File: src/rtl/cpu_types_pkg.sv
// Shared CPU/dcache types: MSI coherence state and dcache field widths.
package cpu_types_pkg;

  localparam int DTAG_W = 26;
  localparam int DIDX_W = 3;

  typedef enum logic [1:0] {
    MSI_I = 2'd0,
    MSI_S = 2'd1,
    MSI_M = 2'd2
  } msi_t;

  function automatic logic [31:0] word_sel(input logic [63:0] blk, input logic ofs);
    return ofs ? blk[63:32] : blk[31:0];
  endfunction

endpackage

File: src/rtl/snoop_responder_if.sv
// Snoop-side bundle: controller snoop inputs, dcache frame lookup and state write port.
interface snoop_responder_if;
  import cpu_types_pkg::*;

  logic                ccwait;
  logic                ccinv;
  logic [31:0]         ccsnoopaddr;
  logic                dwait;
  logic                own_req;
  logic [DIDX_W-1:0]   lk_idx;
  logic [DTAG_W-1:0]   lk_tag0;
  logic [DTAG_W-1:0]   lk_tag1;
  msi_t                lk_st0;
  msi_t                lk_st1;
  logic [63:0]         lk_data0;
  logic [63:0]         lk_data1;
  logic                snp_ccwrite;
  logic [31:0]         snp_dstore;
  logic                snp_busy;
  logic                st_wen;
  logic                st_way;
  logic [DIDX_W-1:0]   st_idx;
  msi_t                st_new;

  modport slave (
    input  ccwait, ccinv, ccsnoopaddr, dwait, own_req,
    input  lk_tag0, lk_tag1, lk_st0, lk_st1, lk_data0, lk_data1,
    output lk_idx, snp_ccwrite, snp_dstore, snp_busy,
    output st_wen, st_way, st_idx, st_new
  );

  modport master (
    output ccwait, ccinv, ccsnoopaddr, dwait, own_req,
    output lk_tag0, lk_tag1, lk_st0, lk_st1, lk_data0, lk_data1,
    input  lk_idx, snp_ccwrite, snp_dstore, snp_busy,
    input  st_wen, st_way, st_idx, st_new
  );

endinterface

File: src/rtl/snoop_responder.sv
// Answers bus snoops for a 2-way MSI dcache: flags Modified hits, supplies dirty words,
// then downgrades/invalidates the frame in the cycle after ccwait falls.
module snoop_responder
  import cpu_types_pkg::*;
(
  input  logic              CLK,
  input  logic              nRST,
  snoop_responder_if.slave  sif
);

  typedef enum logic [1:0] {
    IDLE    = 2'd0,
    SUPPLY  = 2'd1,
    WAITEND = 2'd2,
    UPDATE  = 2'd3
  } state_t;

  state_t             r_state;
  state_t             w_next;
  logic               r_way;
  logic               r_hit;
  logic               r_hitm;
  logic               r_inv;
  msi_t               r_st;
  logic [DIDX_W-1:0]  r_idx;
  logic [1:0]         r_wcnt;

  logic [DTAG_W-1:0]  w_tag;
  logic               w_hit0;
  logic               w_hit1;
  logic               w_hit;
  logic               w_hitm;
  logic               w_way;
  msi_t               w_st;
  logic               w_act;
  logic               w_cap;
  logic               w_ccwrite;
  logic [31:0]        w_dstore;
  logic               w_wen;
  logic               w_st_way;
  logic [DIDX_W-1:0]  w_st_idx;
  msi_t               w_st_new;

  assign w_tag      = sif.ccsnoopaddr[31:6];
  assign sif.lk_idx = sif.ccsnoopaddr[5:3];

  assign w_hit0 = (sif.lk_tag0 == w_tag) && (sif.lk_st0 != MSI_I);
  assign w_hit1 = (sif.lk_tag1 == w_tag) && (sif.lk_st1 != MSI_I);
  assign w_hit  = w_hit0 | w_hit1;
  assign w_way  = w_hit1;
  assign w_st   = w_hit1 ? sif.lk_st1 : sif.lk_st0;
  assign w_hitm = w_hit && (w_st == MSI_M);

  // Reset gates the combinational responses so nothing leaks out while nRST is low.
  assign w_act = sif.ccwait & ~sif.own_req & nRST;

  always_comb begin
    w_next    = r_state;
    w_cap     = 1'b0;
    w_ccwrite = 1'b0;
    w_dstore  = 32'd0;
    w_wen     = 1'b0;
    w_st_way  = 1'b0;
    w_st_idx  = '0;
    w_st_new  = MSI_I;
    case (r_state)
      IDLE: begin
        w_ccwrite = w_act & w_hitm;
        if (w_act) begin
          w_cap  = 1'b1;
          w_next = w_hitm ? SUPPLY : WAITEND;
        end
      end
      SUPPLY: begin
        // Only the first two transferred words are ours to drive.
        if (!r_wcnt[1]) begin
          w_ccwrite = 1'b1;
          w_dstore  = word_sel(r_way ? sif.lk_data1 : sif.lk_data0, sif.ccsnoopaddr[2]);
        end
        if (!sif.ccwait) w_next = UPDATE;
      end
      WAITEND: begin
        if (!sif.ccwait) w_next = r_hit ? UPDATE : IDLE;
      end
      UPDATE: begin
        w_wen    = 1'b1;
        w_st_way = r_way;
        w_st_idx = r_idx;
        w_st_new = r_inv ? MSI_I : (r_hitm ? MSI_S : r_st);
        w_next   = IDLE;
      end
      default: w_next = IDLE;
    endcase
  end

  always_ff @(posedge CLK or negedge nRST) begin
    if (!nRST) begin
      r_state <= IDLE;
      r_way   <= 1'b0;
      r_hit   <= 1'b0;
      r_hitm  <= 1'b0;
      r_inv   <= 1'b0;
      r_st    <= MSI_I;
      r_idx   <= '0;
      r_wcnt  <= 2'd0;
    end else begin
      r_state <= w_next;
      if (w_cap) begin
        r_way  <= w_way;
        r_hit  <= w_hit;
        r_hitm <= w_hitm;
        r_inv  <= sif.ccinv;
        r_st   <= w_st;
        r_idx  <= sif.lk_idx;
        r_wcnt <= 2'd0;
      end else begin
        if (r_state == WAITEND && sif.ccinv) r_inv <= 1'b1;
        if (r_state == SUPPLY && !sif.dwait && !r_wcnt[1]) r_wcnt <= r_wcnt + 2'd1;
      end
    end
  end

  assign sif.snp_ccwrite = w_ccwrite;
  assign sif.snp_dstore  = w_dstore;
  assign sif.snp_busy    = (r_state != IDLE) | w_act;
  assign sif.st_wen      = w_wen;
  assign sif.st_way      = w_st_way;
  assign sif.st_idx      = w_st_idx;
  assign sif.st_new      = w_st_new;

endmodule

File: src/flat_wrapper.sv
// flat-port wrapper written by rule: the top's interface ports become plain ports
module snoop_responder_flat import cpu_types_pkg::*;
  (CLK, nRST, sif_ccwait, sif_ccinv, sif_ccsnoopaddr, sif_dwait, sif_own_req, sif_lk_tag0, sif_lk_tag1, sif_lk_st0, sif_lk_st1, sif_lk_data0, sif_lk_data1, sif_lk_idx, sif_snp_ccwrite, sif_snp_dstore, sif_snp_busy, sif_st_wen, sif_st_way, sif_st_idx, sif_st_new);
  snoop_responder_if sif_i ();
  input  logic CLK;
  input  logic nRST;
  input wire logic [$bits(sif_i.ccwait)-1:0] sif_ccwait;
  input wire logic [$bits(sif_i.ccinv)-1:0] sif_ccinv;
  input wire logic [$bits(sif_i.ccsnoopaddr)-1:0] sif_ccsnoopaddr;
  input wire logic [$bits(sif_i.dwait)-1:0] sif_dwait;
  input wire logic [$bits(sif_i.own_req)-1:0] sif_own_req;
  input wire logic [$bits(sif_i.lk_tag0)-1:0] sif_lk_tag0;
  input wire logic [$bits(sif_i.lk_tag1)-1:0] sif_lk_tag1;
  input wire logic [$bits(sif_i.lk_st0)-1:0] sif_lk_st0;
  input wire logic [$bits(sif_i.lk_st1)-1:0] sif_lk_st1;
  input wire logic [$bits(sif_i.lk_data0)-1:0] sif_lk_data0;
  input wire logic [$bits(sif_i.lk_data1)-1:0] sif_lk_data1;
  output wire logic [$bits(sif_i.lk_idx)-1:0] sif_lk_idx;
  output wire logic [$bits(sif_i.snp_ccwrite)-1:0] sif_snp_ccwrite;
  output wire logic [$bits(sif_i.snp_dstore)-1:0] sif_snp_dstore;
  output wire logic [$bits(sif_i.snp_busy)-1:0] sif_snp_busy;
  output wire logic [$bits(sif_i.st_wen)-1:0] sif_st_wen;
  output wire logic [$bits(sif_i.st_way)-1:0] sif_st_way;
  output wire logic [$bits(sif_i.st_idx)-1:0] sif_st_idx;
  output wire logic [$bits(sif_i.st_new)-1:0] sif_st_new;
  assign sif_i.ccwait = sif_ccwait;
  assign sif_i.ccinv = sif_ccinv;
  assign sif_i.ccsnoopaddr = sif_ccsnoopaddr;
  assign sif_i.dwait = sif_dwait;
  assign sif_i.own_req = sif_own_req;
  assign sif_i.lk_tag0 = sif_lk_tag0;
  assign sif_i.lk_tag1 = sif_lk_tag1;
  assign sif_i.lk_st0 = sif_lk_st0;
  assign sif_i.lk_st1 = sif_lk_st1;
  assign sif_i.lk_data0 = sif_lk_data0;
  assign sif_i.lk_data1 = sif_lk_data1;
  assign sif_lk_idx = sif_i.lk_idx;
  assign sif_snp_ccwrite = sif_i.snp_ccwrite;
  assign sif_snp_dstore = sif_i.snp_dstore;
  assign sif_snp_busy = sif_i.snp_busy;
  assign sif_st_wen = sif_i.st_wen;
  assign sif_st_way = sif_i.st_way;
  assign sif_st_idx = sif_i.st_idx;
  assign sif_st_new = sif_i.st_new;
  snoop_responder u_core (.CLK(CLK), .nRST(nRST), .sif(sif_i));
endmodule
File: config.mk
export PLATFORM = sky130hd
export DESIGN_NAME = snoop_responder_flat
export DESIGN_NICKNAME = d
export VERILOG_FILES = /design/src/rtl/cpu_types_pkg.sv /design/src/rtl/snoop_responder_if.sv /design/src/rtl/snoop_responder.sv /design/src/flat_wrapper.sv
export SDC_FILE = /design/constraint.sdc
export NUM_CORES = 1
export LEC_CHECK = 0
export ABC_AREA = 1
export CAP_MARGIN = 20
export CORE_MARGIN = 3
export CORE_UTILIZATION = 27
export CTS_CLUSTER_DIAMETER = 30
export DETAILED_ROUTE_END_ITERATION = 8
export PLACE_DENSITY_LB_ADDON = 0.12
export SLEW_MARGIN = 0
export SYNTH_ARGS = -nofsm -noshare
export SYNTH_HDL_FRONTEND = slang
export SYNTH_SLANG_ARGS = --single-unit
File: constraint.sdc
create_clock -name CLK -period 1.7 [get_ports CLK]
set_clock_uncertainty 0.2 [all_clocks]
set_input_delay 0.34 -clock CLK [delete_from_list [all_inputs] [get_ports CLK]]
set_output_delay 0.34 -clock CLK [all_outputs]
set_load 0.02 [all_outputs]
After elaboration in Yosys (flattened, before gate mapping)
Cells that the tools add are included.

Input port bits: 222. Flip-flop bits (word level): 13. Logic and storage cells: 64.

Equal/unequal tests: 9. Reduce and logical (&&, ||, !) cells: 15. Multiplexer cells: 25. Add/sub/neg operators: 1. Bitwise logic cells: 6.

Operator list (count): $mux W32 (3); $mux W64 (1); $eq A26 B26 Y1 (2); $mux W2 (11); $reduce_bool A2 Y1 (5); $pmux W2 S4 (1); $mux W1 (7); $eq A2 B2 Y1 const B (3); $logic_and A1 B1 Y1 (6); $ne A2 B2 Y1 const B (2); $and A1 B1 Y1 (3); $mux W3 (1); $reduce_and A3 Y1 (1); $add A2 B1 Y2 const B (1); $eq A2 B1 Y1 const B (1); $logic_not A1 Y1 (2); $logic_not A2 Y1 (1); $ne A2 B1 Y1 const B (1); $or A1 B1 Y1 (2); $pmux W1 S2 (1); $not A1 Y1 (1).

Depth between registers and ports, before layout
Gate-level depths: netlist of run 1.

Depth in word-level cells: 8. Mapped depth: 16.

Least setup slack after synthesis of run 1
No wires, ideal clock.

Path kind: register to output. Start: reg u_core.r_way. End: out sif_snp_dstore[23]. Arrival: 1.387 ns. Buffers on the path: 2. Cell stages (with the launch flop): 7. Slack: -0.227 ns. Data required time: 1.160 ns. Path through: dfrtp_1 > buf_2 > buf_1 > nor2_1 > nor2_1 > o21ai_0 > a21oi_1.

Longest elaborated chain between the ends: 4.

RTL lines: from (decl) (line snoop_responder.sv:20) `logic r_way;`; from (signal assigned) (line snoop_responder.sv:109) `r_way <= w_way;`; $mux W64 (line snoop_responder.sv:78) `w_dstore = word_sel(r_way ? sif.lk_data1 : sif.lk_data0, sif.ccsnoopaddr[2]);`; $mux W32 (line cpu_types_pkg.sv:14) `return ofs ? blk[63:32] : blk[31:0];`; $mux W32 (line snoop_responder.sv:76) `if (!r_wcnt[1]) begin`; $mux W32 (line snoop_responder.sv:66) `case (r_state)`; to (decl) (line flat_wrapper.sv:20) `output wire logic [$bits(sif_i.snp_dstore)-1:0] sif_snp_dstore;`.

Every way passes these cells.

Worst setup path in the final report of run 1
Start: in sif_lk_tag1[8]. End: out sif_snp_ccwrite.

Longest elaborated chain between the ends: 7. Elaborated cells on any way between the ends: 8. Classes of those cells: eq/ne (2); mux (2); bitwise (2); reduce/logical (2).

RTL lines: from (decl) (line flat_wrapper.sv:13) `input wire logic [$bits(sif_i.lk_tag1)-1:0] sif_lk_tag1;`; $eq A26 B26 Y1 (*) (line snoop_responder.sv:48) `assign w_hit1 = (sif.lk_tag1 == w_tag) && (sif.lk_st1 != MSI_I);`; $logic_and A1 B1 Y1 (*) (line snoop_responder.sv:48); $mux W2 (line snoop_responder.sv:51) `assign w_st = w_hit1 ? sif.lk_st1 : sif.lk_st0;`; $eq A2 B2 Y1 (line snoop_responder.sv:52) `assign w_hitm = w_hit && (w_st == MSI_M);`; $logic_and A1 B1 Y1 (*) (line snoop_responder.sv:52); $and A1 B1 Y1 (*) (line snoop_responder.sv:68) `w_ccwrite = w_act & w_hitm;`; $pmux W1 S2 (*) (line snoop_responder.sv:66); to (decl) (line flat_wrapper.sv:19) `output wire logic [$bits(sif_i.snp_ccwrite)-1:0] sif_snp_ccwrite;`.

Every way passes the cells marked *; elsewhere a longest branch is shown, timed or not.

==> results of run 1 <==
[worst max path at each step]
| stage | startpoint | endpoint | slack, ns | cells past startpoint |
|---|---|---|---|---|
| finish | sif_lk_tag1[8] | sif_snp_ccwrite | -0.42 | 11 |
| floorplan | sif_lk_tag1[8] | sif_snp_ccwrite | -0.07 | 9 |
| CTS | u_core.r_state[0] | sif_snp_dstore[5] | -0.48 | 8 |
| global route | sif_ccsnoopaddr[6] | sif_snp_ccwrite | -0.51 | 14 |
| detailed placement | sif_ccsnoopaddr[15] | sif_snp_ccwrite | -1.34 | 14 |
| global placement | sif_ccsnoopaddr[14] | sif_snp_ccwrite | -1.31 | 11 |
[kinds of logic (layout without fill, tap and decap cells)]
logic type | after synthesis | count (layout) | synth area share (%)
buffers and inverters | 103 | 403 | 15.1
AOI/OAI and AO/OA | 117 | 117 | 22.0
and+or+nand+nor | 299 | 299 | 43.1
DFF | 13 | 13 | 12.2
xor gates and xnor gates | 23 | 23 | 7.55
[state kept, by name, indices dropped and copies added, names as in the netlist]
name	flops
u_core.r_idx	3
u_core.r_st	2
u_core.r_state	2
u_core.r_wcnt	2
u_core.r_hit	1
u_core.r_hitm	1
u_core.r_inv	1
u_core.r_way	1
[layout by cell type (no fill, tap or decap), types with 19 or more instances in the layout]
cell type                         count
sky130_fd_sc_hd__buf_4               28
sky130_fd_sc_hd__a21oi_4             32
sky130_fd_sc_hd__o21ai_0             33
sky130_fd_sc_hd__o21ai_1             34
sky130_fd_sc_hd__buf_6               73
sky130_fd_sc_hd__inv_1               53
sky130_fd_sc_hd__nand2_1             97
sky130_fd_sc_hd__nor2_2              19
sky130_fd_sc_hd__buf_2               42
sky130_fd_sc_hd__nor2_1             145
sky130_fd_sc_hd__clkdlybuf4s50_1    134
[timing repair]
item | 4_1_cts | 5_1_grt
setup buffers | 20 | 9
setup endpoints to repair | 53 | 55
hold endpoints to repair | 0 | 13
gates cloned | 3 | 5
pin swaps | 104 | 71
hold buffers | 0 | 1
resized for setup | 578 | 168
[stage by stage]
step           hold WS, ns  std cells  TNS [ns]  power (mW)  utilization, %
2_1_floorplan       -0.156        555     -1.89        2.86               -
3_3_place_gp         0.288        951    -40.74        4.50            64.1
3_5_place_dp         0.290        951    -41.81        4.58            64.1
4_1_cts              0.257        973    -15.94        5.33            65.9
5_1_grt              0.201        984    -16.23        6.63            70.9
6_report             0.181        984    -13.53        6.26            70.9
[cell usage after synthesis, types with 4 or more instances]
cell type	instances	share of area (%)
sky130_fd_sc_hd__a21oi_1	35	6.6
sky130_fd_sc_hd__buf_2	4	0.75
sky130_fd_sc_hd__clkbuf_1	18	2.5
sky130_fd_sc_hd__dfrtp_1	13	12
sky130_fd_sc_hd__inv_1	70	9.8
sky130_fd_sc_hd__nand2_1	112	16
sky130_fd_sc_hd__nand2_2	4	0.94
sky130_fd_sc_hd__nand3_1	5	0.94
sky130_fd_sc_hd__nor2_1	172	24
sky130_fd_sc_hd__o21ai_0	80	15
sky130_fd_sc_hd__xnor2_1	11	3.6
sky130_fd_sc_hd__xor2_1	12	3.9
[power by group]
part	switching [mW]	total [mW]	internal, mW	leakage (nW)
combinational	2.81	5.44	2.62	2.92
sequential	0.0872	0.539	0.452	0.156
clock	0.115	0.281	0.166	0.0228
total	3.01	6.26	3.24	3.10
[worst min-delay path: stages]
cell and delay, ns:
sky130_fd_sc_hd__buf_2 0.12, sky130_fd_sc_hd__nand3_2 0.07, sky130_fd_sc_hd__a31oi_1 0.06
[per-layer routing]
| layer | vias up | GRT usage [%] |
|---|---|---|
| met5 | - | 0 |
| met4 | 0 | 6.47 |
| met3 | 30 | 5.14 |
| met2 | 172 | 45.7 |
| met1 | 2102 | 26.7 |
| li1 | 2318 | - |
[area by class of cell]
cell class / count / share of cell area, %
Timing Repair Buffer: 324 / 48.5
Clock buffer: 4 / 0.675
Multi-Input combinational cell: 439 / 39.1
Inverter: 75 / 4.44
Tap cell: 129 / 2.42
Sequential cell: 13 / 4.89
==> results.sh, run 1 <==
export IMPL_run_status="complete, but fails checks"
export IMPL_violations="setup timing"
export IMPL_cts_buffers_inserted=3
export IMPL_start_util_pct=28.3
export IMPL_peak_ir_drop_on_the_vdd_network_mv=0.871
export IMPL_die_height_um=105
export IMPL_dr_wl_met3_mm=1.03
export IMPL_cpMostUsedCell="sky130_fd_sc_hd__nand2_2"
export IMPL_hold_critical_path_depth=3
export IMPL_critical_path_cell_chain="buf_6 > xnor2_2 > nand2_1 > nor2_2 > nand2_2 > nor2_4 > nand3_2 > nand2_2 > nand4_1 > nand2_2 > buf_6"
export IMPL_cap_viol_max_count=0
export IMPL_detailedPlace_worstSlack_ns=-1.34
export IMPL_static_leakage_power_nw=3.10
export IMPL_diodes=0
export IMPL_maximum_buffer_depth_of_the_clock_tree=2
export IMPL_ctsHtreeMaxLevel=1
export IMPL_dr_vias_cell=4.70
export IMPL_cts_root_buf="sky130_fd_sc_hd__clkbuf_8"
export IMPL_dpl_instance_area_um2=6040
export IMPL_highest_layer="met4"
export IMPL_detail_route_first_pass_iterations=5
export IMPL_detail_route_drc_violations=0
export IMPL_path_max_fanout=3
export IMPL_synth_enable_flop_cells=0
export IMPL_die_width_um=105
export IMPL_fillCellCount=769
export IMPL_final_hold_violation_count=0
export IMPL_portBuffers=263
export IMPL_gp_congestion=0.834
export IMPL_final_nets=1078
export IMPL_worstHoldPathType="primary input to register"
export IMPL_max_freq_mhz=471
export IMPL_hold_end="u_core.r_st[1]"
export IMPL_detailed_route_wl_mm=15.2
export IMPL_area_growth_syn_to_layout_pct=150
export IMPL_drtAntennaViolNets=0
export IMPL_fraction_of_layout_cells_with_a_size_suffix_above_1_pct=35.2
export IMPL_grt_antenna_before_repair=0
export IMPL_predominant_post_synthesis_flop_cell="sky130_fd_sc_hd__dfrtp_1"
export IMPL_synth_cells=555
export IMPL_unrepaired_setup_endpoints_after_global_routing="true"
export IMPL_critical_r2r_capture="u_core.r_wcnt[1]"
export IMPL_critical_path_n_buffers_inverters=2
export IMPL_power_per_cell_area_nw_per_um2=938
export IMPL_detail_route_wl_per_cell_um=15.4
export IMPL_critical_path_max_stage_delay_ns=0.16
export IMPL_via_count_of_the_first_global_routing_pass=4436
export IMPL_core_um2=9420
export IMPL_vias=4622
export IMPL_cts_sinks=13
export IMPL_clkTransAtPathRegs_ns=0.06
export IMPL_place_detailed_hpwl_mm=11.4
export IMPL_grt_util_all_layers_pct=24.1
export IMPL_drt_first_iter_violations=226
export IMPL_start_kind="primary input"
export IMPL_final_report_max_slew_violation_count=0
export IMPL_synth_async_sr_flop_share_pct=100
export IMPL_setup_viol=42
export IMPL_critical_path_arrival_ns=1.58
export IMPL_mappedNetlistArea_um2=2670
export IMPL_worstReg2RegStart="u_core.r_state[1]"
export IMPL_critical_path_slowest_cell="sky130_fd_sc_hd__nor2_4"
export IMPL_placementRows=35
export IMPL_grt_start_max_net_pins=33
export IMPL_multiInputGateArea_um2=2610
export IMPL_synth_area_per_cell_um2=4.81
export IMPL_crit_path_end_kind="output port"
export IMPL_timing_critical_path_required_ns=1.16
export IMPL_final_cell_area_um2=6670
export IMPL_crit_family="simple AND/OR/NAND/NOR gates"
export IMPL_syn_nets=777
export IMPL_register_area_um2=327
export IMPL_synth_lib_cells_used_distinct=20
export IMPL_grt_remaining_overflow=0
export IMPL_seq_area_frac_synth_pct=12.2
export IMPL_slew_headroom_pct=73.9
export IMPL_met2RoutedLength_mm=8.14
export IMPL_clkLatencyLatePin_ns=0.25
export IMPL_finalCritPeriodShare_pct=125
export IMPL_num_io_pins=266
export IMPL_area_enclosed_by_the_die_boundary_um2=11100
export IMPL_layout_setup_ws_ns=-0.423
export IMPL_worst_setup_path_type="primary input to output port"
export IMPL_number_of_storage_elements_in_the_synthesis_netlist=13
export IMPL_hold_start="sif_lk_st1[1]"
export IMPL_grt_pass1_wl_mm=22.0
export IMPL_regToRegSetupSlack_ns=-0.08
export IMPL_cts_tree="built"
export IMPL_synth_warning_count=0
export IMPL_met1Wirelength_mm=5.57
export IMPL_timing_worst_slew_pin_value_ns=0.387
export IMPL_clock_period_minus_worst_slack_ns=2.12
export IMPL_worstRegToRegCells=12
Power figures use the tool's default switching activity.
==> inputs of run 2 (changes only) <==
- SKIP_CTS_REPAIR_TIMING: not set -> 1
==> run 2 against run 1 <==
Effect of this change:
- the flow still finishes with violations (setup timing)
- combinational power fell by 15%
- utilization fell by 2.2 points
- first-iteration DRC count rose by 9.7%
- non-clock buffer count fell by 20
- critical path depth fell by 3
- global-route usage fell by 1.7 points
- worst hold slack improved by 0.054 ns
- sequential share of layout area rose by 0.15 points
- register-to-register slack improved by 0.04 ns
- clock power fell by 2%
- fmax fell by 1.3%
- via count fell by 3.0%
- largest cell class unchanged
==> results.sh, run 2 (synthesis gave the netlist of run 1 again) <==
export IMPL_run_status="complete, but fails checks"
export IMPL_violations="setup timing"
export IMPL_final_report_max_slew_violation_count=0
export IMPL_power_per_cell_area_nw_per_um2=843
export IMPL_clock_period_minus_worst_slack_ns=2.15
export IMPL_instances_no_fill=966
export IMPL_power_combinational_fraction_pct=84.7
export IMPL_fraction_of_layout_cells_with_a_size_suffix_above_1_pct=25.4
export IMPL_detailed_route_wl_mm=14.2
export IMPL_dpl_instance_area_um2=6040
export IMPL_critical_path_max_stage_delay_ns=0.36
export IMPL_max_freq_mhz=465
export IMPL_detail_route_wl_per_cell_um=14.7
export IMPL_dr_vias_cell=4.64
export IMPL_final_nets=1058
export IMPL_power_switching_fraction_pct=49.1
export IMPL_start_util_pct=28.3
export IMPL_place_detailed_hpwl_mm=11.4
export IMPL_layout_setup_ws_ns=-0.452
export IMPL_via_count_of_the_first_global_routing_pass=4231
export IMPL_area_growth_syn_to_layout_pct=142
export IMPL_critical_path_cell_chain="inv_2 > nor2_4 > inv_2 > nor2_2 > bufinv_8 > clkbuf_16 > a21oi_4 > buf_6"
export IMPL_cts_buffers_inserted=3
export IMPL_worstHoldPathType="primary input to register"
export IMPL_cts_root_buf="sky130_fd_sc_hd__clkbuf_8"
export IMPL_timing_worst_slew_pin_value_ns=0.387
export IMPL_grt_remaining_overflow=0
export IMPL_setup_viol=41
export IMPL_worst_setup_path_type="register to output port"
export IMPL_p_int_mw=2.77
export IMPL_layout_cells_most_common_list="sky130_fd_sc_hd__nor2_1, sky130_fd_sc_hd__clkdlybuf4s50_1, sky130_fd_sc_hd__nand2_1"
export IMPL_core_um2=9420
export IMPL_num_io_pins=266
export IMPL_cap_viol_max_count=0
export IMPL_detail_route_first_pass_iterations=4
export IMPL_slew_headroom_pct=73.9
export IMPL_detail_route_drc_violations=0
export IMPL_grt_util_all_layers_pct=22.3
export IMPL_ctsHtreeMaxLevel=1
export IMPL_final_hold_violation_count=0
export IMPL_peak_ir_drop_on_the_vdd_network_mv=0.883
export IMPL_maximum_buffer_depth_of_the_clock_tree=2
export IMPL_drt_first_iter_violations=248
export IMPL_drtAntennaViolNets=0
export IMPL_fin_hold_ws_ns=0.235
export IMPL_unrepaired_setup_endpoints_after_global_routing="true"
export IMPL_path_max_fanout=7
export IMPL_layout_cells_most_common="sky130_fd_sc_hd__nor2_1"
export IMPL_power_frac_clock_pct=5.1
export IMPL_p_sw_mw=2.68
export IMPL_detailedPlace_worstSlack_ns=-1.34
export IMPL_crit_path_end_kind="output port"
export IMPL_critical_path_slowest_cell="sky130_fd_sc_hd__dfrtp_1"
export IMPL_placementRows=35
export IMPL_cpMostUsedCell="sky130_fd_sc_hd__inv_2"
export IMPL_post_route_util_pct=68.7
export IMPL_largest_reg_by_ff_count="u_core.r_idx"
export IMPL_critical_path_n_buffers_inverters=5
export IMPL_dp_cells=951
export IMPL_die_height_um=105
export IMPL_grt_pass1_wl_mm=20.6
export IMPL_largest_reg_flops=3
export IMPL_clkTransAtPathRegs_ns=0.06
export IMPL_design_power_total_mw=5.45
export IMPL_final_setup_tns_ns=-14.44
export IMPL_crit_family="buffers and inverters"
export IMPL_vias=4484
export IMPL_die_width_um=105
export IMPL_timing_critical_path_required_ns=1.16
export IMPL_final_cell_area_um2=6470
export IMPL_static_leakage_power_nw=3.35
export IMPL_clkLatencyLatePin_ns=0.24
export IMPL_cts_tree="built"
export IMPL_grt_antenna_before_repair=2
export IMPL_finalCritPeriodShare_pct=127
export IMPL_critical_path_arrival_ns=1.61
export IMPL_gp_congestion=0.834
export IMPL_area_enclosed_by_the_die_boundary_um2=11100
export IMPL_grt_start_max_net_pins=33
export IMPL_portBuffers=263
export IMPL_cts_sinks=13
export IMPL_start_kind="register"
export IMPL_seq_power_share_pct=10.2
-- run 2: changes by cell type in the layout (fill, tap and decap cells not counted), sizes merged --
| cell | previous run | this run |
|---|---|---|
| inv | 74 | 73 |
| clkbuf | 17 | 27 |
| buf | 158 | 92 |
| dlygate4sd3 | 1 | 0 |
| clkdlybuf4s50 | 134 | 136 |
| dlygate4sd2 | 4 | 0 |
| diode | 0 | 2 |
| dlymetal6s2s | 2 | 53 |
| bufinv | 0 | 1 |
| clkdlybuf4s15 | 12 | 0 |
-- run 2: metal layers --
| layer | GRT usage (%) | up-vias | routed length [um] |
|---|---|---|---|
| met4 | 5.15 | 0 | 330 |
| li1 | - | 2273 | - |
| met3 | 4.90 | 26 | 1050 |
| met5 | 0 | - | 0 |
| met2 | 43.1 | 178 | 7560 |
| met1 | 24.5 | 2007 | 5240 |
-- run 2: cell type report --
class	count	area (um2)
repair buffers	304	3180
fillers	786	2950
multi-input cells	439	2460
flip-flops and latches	13	327
inverters	75	298
well taps	129	161
clock buffers	4	45.0
diodes	2	5.00
-- run 2: power groups by stage --
stage	clock, mW	sequential, mW	combinational, mW
after CTS	0.283	0.543	4.05
after floorplan	0	0.507	2.35
after global placement	0	0.542	3.96
after detailed placement	0	0.546	4.03
final	0.276	0.557	4.62
after global routing	0.301	0.570	4.96
-- run 2: final timing paths --
path                       slack, ns  cells past startpoint            endpoint         startpoint
setup / recovery               -0.45                      8  sif_snp_dstore[17]  u_core.r_state[0]
hold / removal                  0.23                      3      u_core.r_st[1]      sif_lk_st1[1]
setup reg to reg               -0.04                     11   u_core.r_state[1]  u_core.r_state[0]
hold reg to reg                 0.34                      2    u_core.r_wcnt[1]   u_core.r_wcnt[1]
max in group asynchronous       0.83                      2        u_core.r_way               nRST
min in group asynchronous       0.29                      2    u_core.r_wcnt[1]               nRST
-- run 2: worst register-to-register path: stages, from the launching register on --
cell                      delay [ns]
sky130_fd_sc_hd__dfrtp_1        0.39
sky130_fd_sc_hd__buf_4          0.15
sky130_fd_sc_hd__nor2_1         0.14
sky130_fd_sc_hd__buf_4          0.15
sky130_fd_sc_hd__o21ai_1        0.08
sky130_fd_sc_hd__buf_4          0.14
sky130_fd_sc_hd__nand2_1        0.09
sky130_fd_sc_hd__inv_1          0.06
sky130_fd_sc_hd__o21ai_2        0.07
sky130_fd_sc_hd__inv_1          0.06
sky130_fd_sc_hd__nand2_1        0.06
sky130_fd_sc_hd__nand2_1        0.05
